<file path="config.mk">
export PLATFORM = sky130hd
export DESIGN_NAME = pipe_field
export DESIGN_NICKNAME = d
export VERILOG_FILES = /design/src/rtl/pipe_field.sv
export SDC_FILE = /design/constraint.sdc
export NUM_CORES = 1
export LEC_CHECK = 0
export ABC_CLOCK_PERIOD_IN_PS = 6820
export CELL_PAD_IN_SITES_DETAIL_PLACEMENT = 1
export CELL_PAD_IN_SITES_GLOBAL_PLACEMENT = 1
export CORE_ASPECT_RATIO = 0.9
export CORE_MARGIN = 2
export CORE_UTILIZATION = 50
export DETAILED_ROUTE_END_ITERATION = 7
export HOLD_SLACK_MARGIN = 0.1
export PLACE_DENSITY = 0.83
export SYNTH_ARGS = -nofsm -noshare
export SYNTH_HDL_FRONTEND = slang
export SYNTH_SLANG_ARGS = --single-unit
</file>
<file path="constraint.sdc">
create_clock -name clk -period 6.82 [get_ports clk]
set_input_delay 1.364 -clock clk [delete_from_list [all_inputs] [get_ports clk]]
set_output_delay 1.364 -clock clk [all_outputs]
set_load 0.05 [all_outputs]
</file>
<file path="src/rtl/pipe_field.sv">
`default_nettype none
// pipe_field: scrolling pipe playfield with gap insertion, scoring and
// bird collision detection; columns scroll right-to-left on each RUN tick.
module pipe_field #(
    parameter int ROWS     = 16,
    parameter int COLS     = 16,
    parameter int GAP      = 4,
    parameter int SPACING  = 6,
    parameter int BIRD_COL = 3
) (
    input  logic            clk,
    input  logic            reset,
    input  logic [10:1]     rnd,
    input  logic            tick,
    input  logic            start,
    input  logic [3:0]      bird_row,
    input  logic [3:0]      rd_col,
    output logic [ROWS-1:0] rd_data,
    output logic [1:0]      state,
    output logic            hit,
    output logic [7:0]      score
);

    localparam int CW = (SPACING > 1) ? $clog2(SPACING) : 1;

    typedef enum logic [1:0] {
        S_IDLE = 2'd0,
        S_RUN  = 2'd1,
        S_HALT = 2'd2
    } state_t;

    state_t          st;
    logic [ROWS-1:0] cols [COLS];
    logic [COLS-1:0] is_pipe;
    logic [CW-1:0]   count;

    logic [3:0]      v;
    logic [31:0]     gap_top;
    logic [ROWS-1:0] pipe_col;
    logic            ins_pipe;
    logic            bird_bit;
    logic            unused_rnd;

    assign unused_rnd = ^rnd[10:5];
    assign ins_pipe   = (32'(count) == 32'(SPACING - 1));
    assign state      = st;

    // Gap tops that would run off the bottom fold back up by GAP rows.
    always_comb begin
        v       = rnd[4:1];
        gap_top = (32'(v) <= 32'(ROWS - GAP)) ? 32'(v) : 32'(v) - 32'(GAP);
        for (int r = 0; r < ROWS; r++) begin
            pipe_col[r] = !((32'(r) >= gap_top) && (32'(r) < gap_top + 32'(GAP)));
        end
    end

    always_comb begin
        rd_data = '0;
        for (int c = 0; c < COLS; c++) begin
            if (32'(rd_col) == 32'(c)) rd_data = cols[c];
        end
    end

    // Rows outside the field never match, so they can never collide.
    always_comb begin
        bird_bit = 1'b0;
        for (int r = 0; r < ROWS; r++) begin
            if (32'(bird_row) == 32'(r)) bird_bit = cols[BIRD_COL][r];
        end
    end

    always_ff @(posedge clk) begin
        if (reset) begin
            st      <= S_IDLE;
            hit     <= 1'b0;
            score   <= 8'd0;
            count   <= '0;
            is_pipe <= '0;
            for (int c = 0; c < COLS; c++) cols[c] <= '0;
        end else begin
            case (st)
                S_IDLE: begin
                    if (start) st <= S_RUN;
                end
                S_RUN: begin
                    if (hit) st <= S_HALT;
                    if (bird_bit) hit <= 1'b1;
                    if (tick) begin
                        if (is_pipe[BIRD_COL] && (score != 8'hFF)) score <= score + 8'd1;
                        for (int c = 0; c < COLS - 1; c++) cols[c] <= cols[c+1];
                        cols[COLS-1] <= ins_pipe ? pipe_col : '0;
                        is_pipe      <= {ins_pipe, is_pipe[COLS-1:1]};
                        count        <= ins_pipe ? '0 : count + 1'b1;
                    end
                end
                default: ;
            endcase
        end
    end

endmodule
`default_nettype wire

</file>
# After elaboration in Yosys (flattened, before gate mapping)
# Memories as Yosys holds them, arrays and structs flattened.
# Cells that the tools add are included.
# W data, S select, Z words.
# word_totals
regBits,30
ram_bits,256
in_bits,22
output_inout_bits,27
wordCells,195
mem_count,1
# mem_list
name,words,width,rd,rd_ports_with_merged_regs,wr,line_no,rtl
cols,16,16,16,0,16,33,logic [ROWS-1:0] cols [COLS];
# op_classes
n_addsub,4
magnitude_cmp,33
eq_ne,35
n_mux,60
bitwise,16
reduce_logical,41
# ops
cell,n
$mux W16,33
$ge A4 B32 Y1 const A,8
$lt A4 B32 Y1 const A,8
$ge A3 B32 Y1 const A,4
$lt A3 B32 Y1 const A,4
$eq A4 B4 Y1 const B,16
$ge A1 B32 Y1 const A,2
$ge A2 B32 Y1 const A,2
$lt A1 B32 Y1 const A,2
$lt A2 B32 Y1 const A,2
$add A32 B3 Y32 const B,1
$eq A4 B3 Y1 const B,8
$mux W32,1
$mux W1,22
$logic_and A1 B1 Y1,17
$eq A4 B2 Y1 const B,4
$logic_not A1 Y1,16
$or A1 B1 Y1,16
$add A8 B1 Y8 const B,1
$eq A4 B1 Y1 const B,2
$logic_not A4 Y1,2
$ne A8 B8 Y1 const B,1
$reduce_and A3 Y1,2
$sub A4 B3 Y5 const B,1
other kinds (11),14

# Longest topological paths before layout
# Gate-level depths: netlist of run 1.
# logic_depth
depth_word,18
ltp_mapped,10

# Worst setup path after synthesis of run 1
# OpenSTA, ideal clock, no wires.
# synth_path
path_type,in2reg
startpoint,input port reset
endpoint,"memory cols[0][0], enable pin"
setup_time_ps,511
t_arrival_ps,5068
required_time_ps,6309
slack_ps,1241
path_stages,3
path_buffers,2
path_cell_list,clkbuf_1 clkbuf_1 or2_2
# synth_rtl
item,line_no,rtl
from (decl),12,"input logic reset,"
to (decl),33,

# Final worst setup path of run 1
# layout_path
startpoint,input port rd_col[3]
endpoint,output port rd_data[12]
# layout_between
elab_chain_len,17
elab_cells_between_ends,32
# layout_lines
item,line_no,rtl
from (decl),17,"input logic [3:0] rd_col,"
$logic_not A4 Y1,60,if (32'(rd_col) == 32'(c)) rd_data = cols[c];
$mux W16 (15 in series),60,
$mux W16 *,60,
to (decl),18,"output logic [ROWS-1:0] rd_data,"
# Mark *: on every way between the ends. The rest lies on a longest branch, timed or not.

==> impl.org, run 1 <==
** Critical path
- Startpoint-to-endpoint class of the critical path :: input port to output pin
- Data arrives at the worst endpoint at 4320 ps.
- The worst register-to-register path has a depth of 4.
- Crit. End Element :: output pin
- Along the worst path, the maximum fanout reaches 33.
- Setup slack of the worst register-to-register path :: 4200 ps
- Kind of start point of the critical path :: input port
- Reg-to-reg endpoint :: cols[4][4]$_SDFFCE_PN0P_
- CP required :: 5460 ps
- Critical R2R Launch :: state[0]$_SDFFE_PP0P_

** Clock network
- Number of gates resized after CTS :: 0
- H-tree depth reported by CTS :: 1
- After clock tree synthesis, the clock-pin slew on the worst setup and hold paths is 60 ps.
- Maximum buffer depth of the clock tree :: 3
- # Post-CTS Setup Buffers :: 0
- The cell sitting at the root of the clock tree is a clkbuf_16.
- Post-CTS Hold Buffers :: 0
- The clock drives 283 sinks.
- Clock tree from TritonCTS :: done
- Clock network latency to the later pin of the worst-skew pair :: 550 ps
- The number of clock buffers added by TritonCTS is 30.

** Worst hold path
- Startpoint of the lowest-slack hold path :: is_pipe[7]$_SDFFE_PP0P_
- WHS Path Cells :: 2
- Path category of the worst min-delay check :: register to register
- WHS Endpoint :: is_pipe[6]$_SDFFE_PP0P_

** GRT
- Wire length of the first global-routing pass :: 52900 microns
- Global-route usage over all layers :: 0.230
- Vias in the first global route :: 9483
- Entering global routing, the biggest net connects 99 pins.
- The initial antenna violation count was 0.
- Global routing finished with a remaining overflow of 0.

** Synth
- Summing every instance area after synthesis gives 13800 sq um.
- In the synthesized netlist the dominant register cell turns out to be edfxtp_1.
- Number of enable-type register cells in the synthesized netlist :: 256
- Proportion of register bits with asynchronous set or reset after synthesis :: 0
- Area contributors post-synth :: edfxtp_1 (56%), and2_1 (7.3%), dfxtp_1 (3.9%)
- In the post-synthesis netlist, the cell with the most instances is edfxtp_1.
- By count the netlist is led by edfxtp_1 (256), and2_1 (161), a21oi_1 (90), nand2_1 (79), nor2b_1 (79).
- Post-Synthesis Cells :: 1157
- The share of the Yosys chip area taken by registers is 0.595.
- Mean cell area of the mapped netlist :: 11.9 sq um
- Counting every net in the synthesized netlist gives 1189.
- The Yosys step of the flow raised 0 warnings.
- After synthesis the netlist holds a flip-flop and latch count of 283.
- Post-synth cell types :: 68
- Area share of the largest cell type after synthesis :: 0.556
- Of all cell types, the one taking the most synthesized area is edfxtp_1.

** Finish
- For this run, the share of the core covered by cells in the final layout is 0.572.
- N_diodes :: 0
- For this run, the post-layout net count is 1204.
- Area growth from synthesis to final layout :: 12.2%
- Of the cells placed in the final design, the portion with a size suffix greater than 1 is 0.125.
- The finished cells cover 15500 sq um.
- Number of cells in the finished layout apart from fillers :: 1550

** Routing
- Detailed-route wire length per cell :: 21.2 microns
- After detailed routing, the number of vias per cell comes to 5.85.
- The first routing iteration left 814 violations.
- Router iterations before antenna repair :: 5
- In the routed design, unresolved DRC markers number 0.
- Remaining number of nets flagged by the antenna check after routing :: 0
- The final layout contains routed wiring with a total length of 32900 microns.
- After detailed routing, the met3 layer carries 1370 microns of wire.
- In the detailed route, the total length drawn on met2 is 16500 microns.
- After detailed routing, no signal wire sits above met4.
- Via count :: 9074
- In the final routing, the length of wire on met1 measures 14400 microns.

** Timing
- Dividing the final minimum period by the clock period gives 0.834.
- The final hold violation count was 0.
- Clock skew on the completed layout was measured at 10.2 ps.
- Worst-margin pin slew :: 1020 ps
- Max Clock Freq :: 176 MHz
- The worst path in the final design needs a cycle of 5690 ps, including I/O delays and setup.
- Setup total negative slack on the finished layout was measured at 0 ps.
- Setup repair after global routing left no endpoint under its margin.
- Headroom to the max-slew limit :: 0.321
- Setup violations remaining at the end of the flow were counted as 0.
- Number of slew-limit violations in the final report :: 0

** Pwr
- Static leakage :: 5.69 nW
- In this run the power density over the cells is 273 nW/um^2.
- Sequential group share of total power :: 0.491
- Combinational Power Share :: 0.106
- The completed layout was analyzed and its total power is 4.23 mW.
- For this design the total switching power over the nets is 1.02 mW.
- The internal power of the cells totals 3.20 mW.
- Clock group share of total power :: 0.403
- The worst-case IR drop observed on VDD is 0.211 mV.
- Proportion of total power due to net switching :: 0.242

** Placement
- Routability-driven placement finished with a final weighted congestion of 0.911.
- Input and output buffers added on the ports amount to 42.
- After detailed placement, the design holds a cell count of 1494.
- Area of placed instances :: 14500 sq um
- Detailed placement HPWL :: 21200 microns

** Floorplan
- The die covers 29000 sq um.
- Starting density of the core :: 0.510
- Std cell rows :: 57
- Top-Level Pins :: 49
- In this run the standard cell core region covers 27100 sq um.
- Die height :: 162 microns
- Width of the chip :: 179 microns

** Job
- Number of violations of the max-capacitance limit :: 0

** Status
- The run finished with clean final reports.
-- stage by stage --
| stage | setup slack, ps | hold slack (ps) |
|---|---|---|
| after floorplan | 1240 | 432 |
| after global placement | 1150 | 437 |
| after detailed placement | 1120 | 448 |
| after CTS | 1120 | 460 |
| after global routing | 974 | 474 |
| final | 1130 | 456 |
-- power groups by stage --
stage | Clock [mW] | Sequential, mW | Combinational, mW
global placement | 0 | 2.10 | 0.430
finish | 1.71 | 2.07 | 0.448
floorplan | 0 | 2.10 | 0.316
global route | 1.80 | 2.09 | 0.483
detailed placement | 0 | 2.11 | 0.444
CTS | 1.73 | 2.07 | 0.449
-- worst max-delay path by stage --
| stage | from | endpoint | slack (ps) | depth (start not counted) |
|---|---|---|---|---|
| finish | rd_col[3] | rd_data[12] | 1130 | 9 |
| global route | rd_col[3] | rd_data[12] | 970 | 9 |
| CTS | rd_col[1] | rd_data[7] | 1120 | 8 |
| detailed placement | rd_col[1] | rd_data[7] | 1120 | 8 |
| global placement | rd_col[2] | rd_data[7] | 1150 | 8 |
| floorplan | reset | cols[0][0]$_SDFFCE_PN0P_ | 1240 | 3 |
-- worst max-delay path, stage by stage --
cell	delay, ps
clkdlybuf4s50_1	490
buf_4	410
nor3b_4	350
buf_4	330
o21a_1	370
a211oi_1	150
o221ai_1	290
o221ai_1	280
buf_4	270
-- registers in the layout, summed over array words and instances, names as in the netlist --
| register | cells |
|---|---|
| cols | 256 |
| count | 3 |
| hit | 1 |
| is_pipe | 13 |
| score | 8 |
| state | 2 |
-- logic make-up (layout without fill, tap and decap cells) --
logic type / count (synthesis) / after routing / synth area share
AND/OR/NAND/NOR: 431 / 431 / 0.175
flip-flops: 283 / 283 / 0.595
AO/OA/AOI/OAI: 250 / 250 / 0.120
buffers and inverters: 99 / 138 / 0.0327
multiplexers: 75 / 75 / 0.0627
adder cells (fa/ha/maj): 10 / 10 / 0.00905
XOR/XNOR: 9 / 9 / 0.00570
-- per-layer routing --
metal  GRT usage  vias to the layer above
met5           0                        -
met4      0.0499                        0
met3      0.0269                       44
met2       0.392                      182
met1       0.319                     4578
li1            -                     4270
-- area by class of cell --
class | instances | area [sq um]
Multi-Input combinational cell | 775 | 5150
Tap cell | 354 | 443
Sequential cell | 283 | 8230
Fill cell | 2774 | 11600
Timing Repair Buffer | 64 | 561
Clock buffer | 42 | 907
Inverter | 18 | 67.6
Clock inverter | 14 | 149
-- cells in the final DEF (no fill, tap or decap), types with 5 or more instances in the layout --
cell	n
or2_2	10
o21ai_0	26
o21bai_1	5
o221ai_1	23
a211oi_1	9
clkbuf_8	9
o22ai_1	19
nand3_1	7
clkinv_2	8
nand2b_1	5
a221oi_1	7
a31oi_1	9
a21oi_1	90
mux2i_1	42
mux2_4	8
o21a_1	6
xnor2_1	8
dfxtp_1	27
ha_1	10
nand4_1	5
mux2_2	21
nor2_1	52
a211o_1	6
nor3_1	10
and2_1	161
edfxtp_1	256
a222oi_1	8
a221o_1	9
inv_1	17
nand2_1	79
buf_4	36
clkbuf_16	31
nand3b_1	5
clkdlybuf4s50_1	24
nor2b_1	79
a22oi_1	9
No activity file was read; power rests on OpenSTA's default activity.
==> run 2, diff against run 1 <==
Settings changed: ABC_CLOCK_PERIOD_IN_PS 6820 to 6000.
Clock period 6.82 ns to 6 ns, I/O delays scaled along.
==> run 2 against run 1 <==
Against the previous run:
- clock-buffer cell count fell by 4
- cell area fell by 0.72%
- worst hold slack barely moved
- non-clock buffer count fell by 3
- utilization fell by 0.41 points
- sequential cell count did not move
- clock skew rose by 4.7 ps
- critical path type unchanged
==> impl.org, run 2 (synthesis results as in run 1) <==
** Routing
- Detailed-route wire length per cell :: 21.1 microns
- After detailed routing, the number of remaining DRC violations is 0.
- The first routing iteration left 807 violations.
- Overall routed net length :: 32600 microns
- Remaining number of nets flagged by the antenna check after routing :: 0
- Routed via count divided by cell count :: 5.86
- The final route contains 9064 vias.
- Router iterations before antenna repair :: 5

** Clock network
- Clock network latency to the later pin of the worst-skew pair :: 550 ps
- In this run the post-CTS setup repair buffer count came out at 0.
- After clock tree synthesis, the flow added hold-fix buffers numbering 0.
- TritonCTS built the clock tree.
- No sink is reached through more buffers than the 3 on the longest clock path.
- Root Driver :: clkbuf_16
- After clock tree synthesis, the repair step resized 0 gates.
- The tree built by TritonCTS fans out to 283 sinks.
- CTS buffer count :: 30
- In this run the number of H-tree levels came out at 1.
- Clock-pin slew was measured on the worst setup and hold paths at 60 ps.

** Finish
- Area used by multi-input combinational logic :: 5150 sq um
- Net count, final :: 1201
- Of the cells placed in the final design, the portion with a size suffix greater than 1 is 0.112.
- Biggest register :: cols
- Flip-flop count of the largest register, all copies and words added :: 256
- The repair_antennas step left the layout with diodes totalling 0.
- Summing all flip-flop and latch instances after layout gives 8230 sq um.
- Leading cell type in the layout, fill and taps excluded :: edfxtp_1
- From synthesis to final layout, the design area changed by 11.4%.
- The filler cells instantiated in the layout total 2793.
- In the layout the commonest cells are edfxtp_1 (256), and2_1 (161), a21oi_1 (90).
- Number of cells in the finished layout apart from fillers :: 1547
- The finished cells cover 15400 sq um.
- Biggest regs :: cols: 256 flops, is_pipe: 13 flops, score: 8 flops

** Floorplan
- The die covers 29000 sq um.
- For this configuration, the core starts out at a cell density of 0.510.
- For this design the top-level I/O count stands at 49.
- The floorplan step set the die height to 162 microns.
- The die is 179 microns wide.
- Core area :: 27100 sq um
- Std cell rows :: 57

** Placement
- Worst slack after detailed placement :: 928 ps
- In this run the tool buffered the top-level ports with 42 buffer cells.
- Detailed placement HPWL :: 21600 microns
- Summing all placed instances gives a cell area of 14500 sq um.
- Placed Cells incl. Taps :: 1491
- Routability-driven placement finished with a final weighted congestion of 0.872.

** Timing
- Headroom to the max-slew limit :: 0.376
- At the pin with the least slew margin, the transition time is 936 ps.
- Setup repair after global routing left no endpoint under its margin.
- Setup violations remaining at the end of the flow were counted as 0.
- Max Clock Freq :: 193 MHz
- Worst setup margin :: 814 ps
- Post-route minimum period :: 5190 ps
- Fin crit share :: 0.864
- Setup_tns :: 0 ps
- The final number of max-transition violations came to 0.
- Total count of hold-check failures in the final report :: 0
- Between clock sinks in the finished design, the worst skew comes to 15.0 ps.

** Critical path
- Worst-path maximum fanout :: 17
- Kind of start point of the critical path :: input port
- Crit. End Element :: output pin
- The critical path is of the input port to output pin type.
- For the worst setup path, the data arrival time is 3990 ps.
- For the worst setup path, the data required time is 4800 ps.

** Pwr
- Cell area power density :: 297 nW/um^2
- The analysis attributes to cell leakage a power of 5.61 nW.
- VDD sags by at most 0.201 mV.
- Power Total :: 4.58 mW

** GRT
- Initial antenna violation count :: 0
- Entering global routing, the biggest net connects 117 pins.
- In the global route stage, overall resource usage came out at 0.228.
- Remaining Overflow, GRT :: 0
- Wire length of the first global-routing pass :: 52400 microns
- The via count of the first global-routing pass came to 9386.

** Worst hold path
- The worst hold path belongs to the class register to register.

** Job
- The tool flagged a number of max-cap violations equal to 0.

** Status
- The run finished with clean final reports.
==> run 2: final cells by class <==
class                           count  share of cell area
Tap cell                          354              0.0288
Multi-Input combinational cell    775               0.335
Inverter                           18             0.00439
Clock inverter                     18             0.00536
Sequential cell                   283               0.534
Timing Repair Buffer               61              0.0403
Clock buffer                       38              0.0521
==> run 2: metrics by stage <==
| stage | hold slack [ps] | utilization |
|---|---|---|
| floorplan | 432 | - |
| global placement | 439 | 0.535 |
| detailed placement | 447 | 0.535 |
| CTS | 457 | 0.568 |
| global route | 476 | 0.568 |
| finish | 456 | 0.568 |
==> run 2: final timing paths <==
check,start,cells past startpoint,slack (ps),endpoint
min reg2reg,is_pipe[12]$_SDFFE_PP0P_,2,460,is_pipe[12]$_SDFFE_PP0P_
min,is_pipe[12]$_SDFFE_PP0P_,2,460,is_pipe[12]$_SDFFE_PP0P_
max,rd_col[3],7,810,rd_data[12]
max reg2reg,state[0]$_SDFFE_PP0P_,5,3140,cols[1][1]$_SDFFCE_PN0P_
==> run 2: where the power goes <==
part	switching (mW)	internal [mW]
Sequential	0.0688	2.29
Combinational	0.334	0.191
Clock	0.759	0.939
Total	1.16	3.42
==> run 2: layer usage <==
metal | wire, microns | share of wire | global-route usage
met5 | 0 | 0 | 0
met4 | 758 | 0.023 | 0.0594
met3 | 1180 | 0.036 | 0.0250
met2 | 16100 | 0.49 | 0.378
met1 | 14600 | 0.45 | 0.321
==> run 2: critical path, cell delays in order <==
cell and delay [ps]:
clkdlybuf4s50_1 630, and3b_1 780, o21a_1 410, a211oi_1 140
o221ai_1 300, o221ai_1 260, buf_4 260
==> run 3, diff against run 2 <==
Settings changed: SLEW_MARGIN from default to 25.
==> results of run 3 <==
Final layout, timing and power as in run 2 (identical DEF).
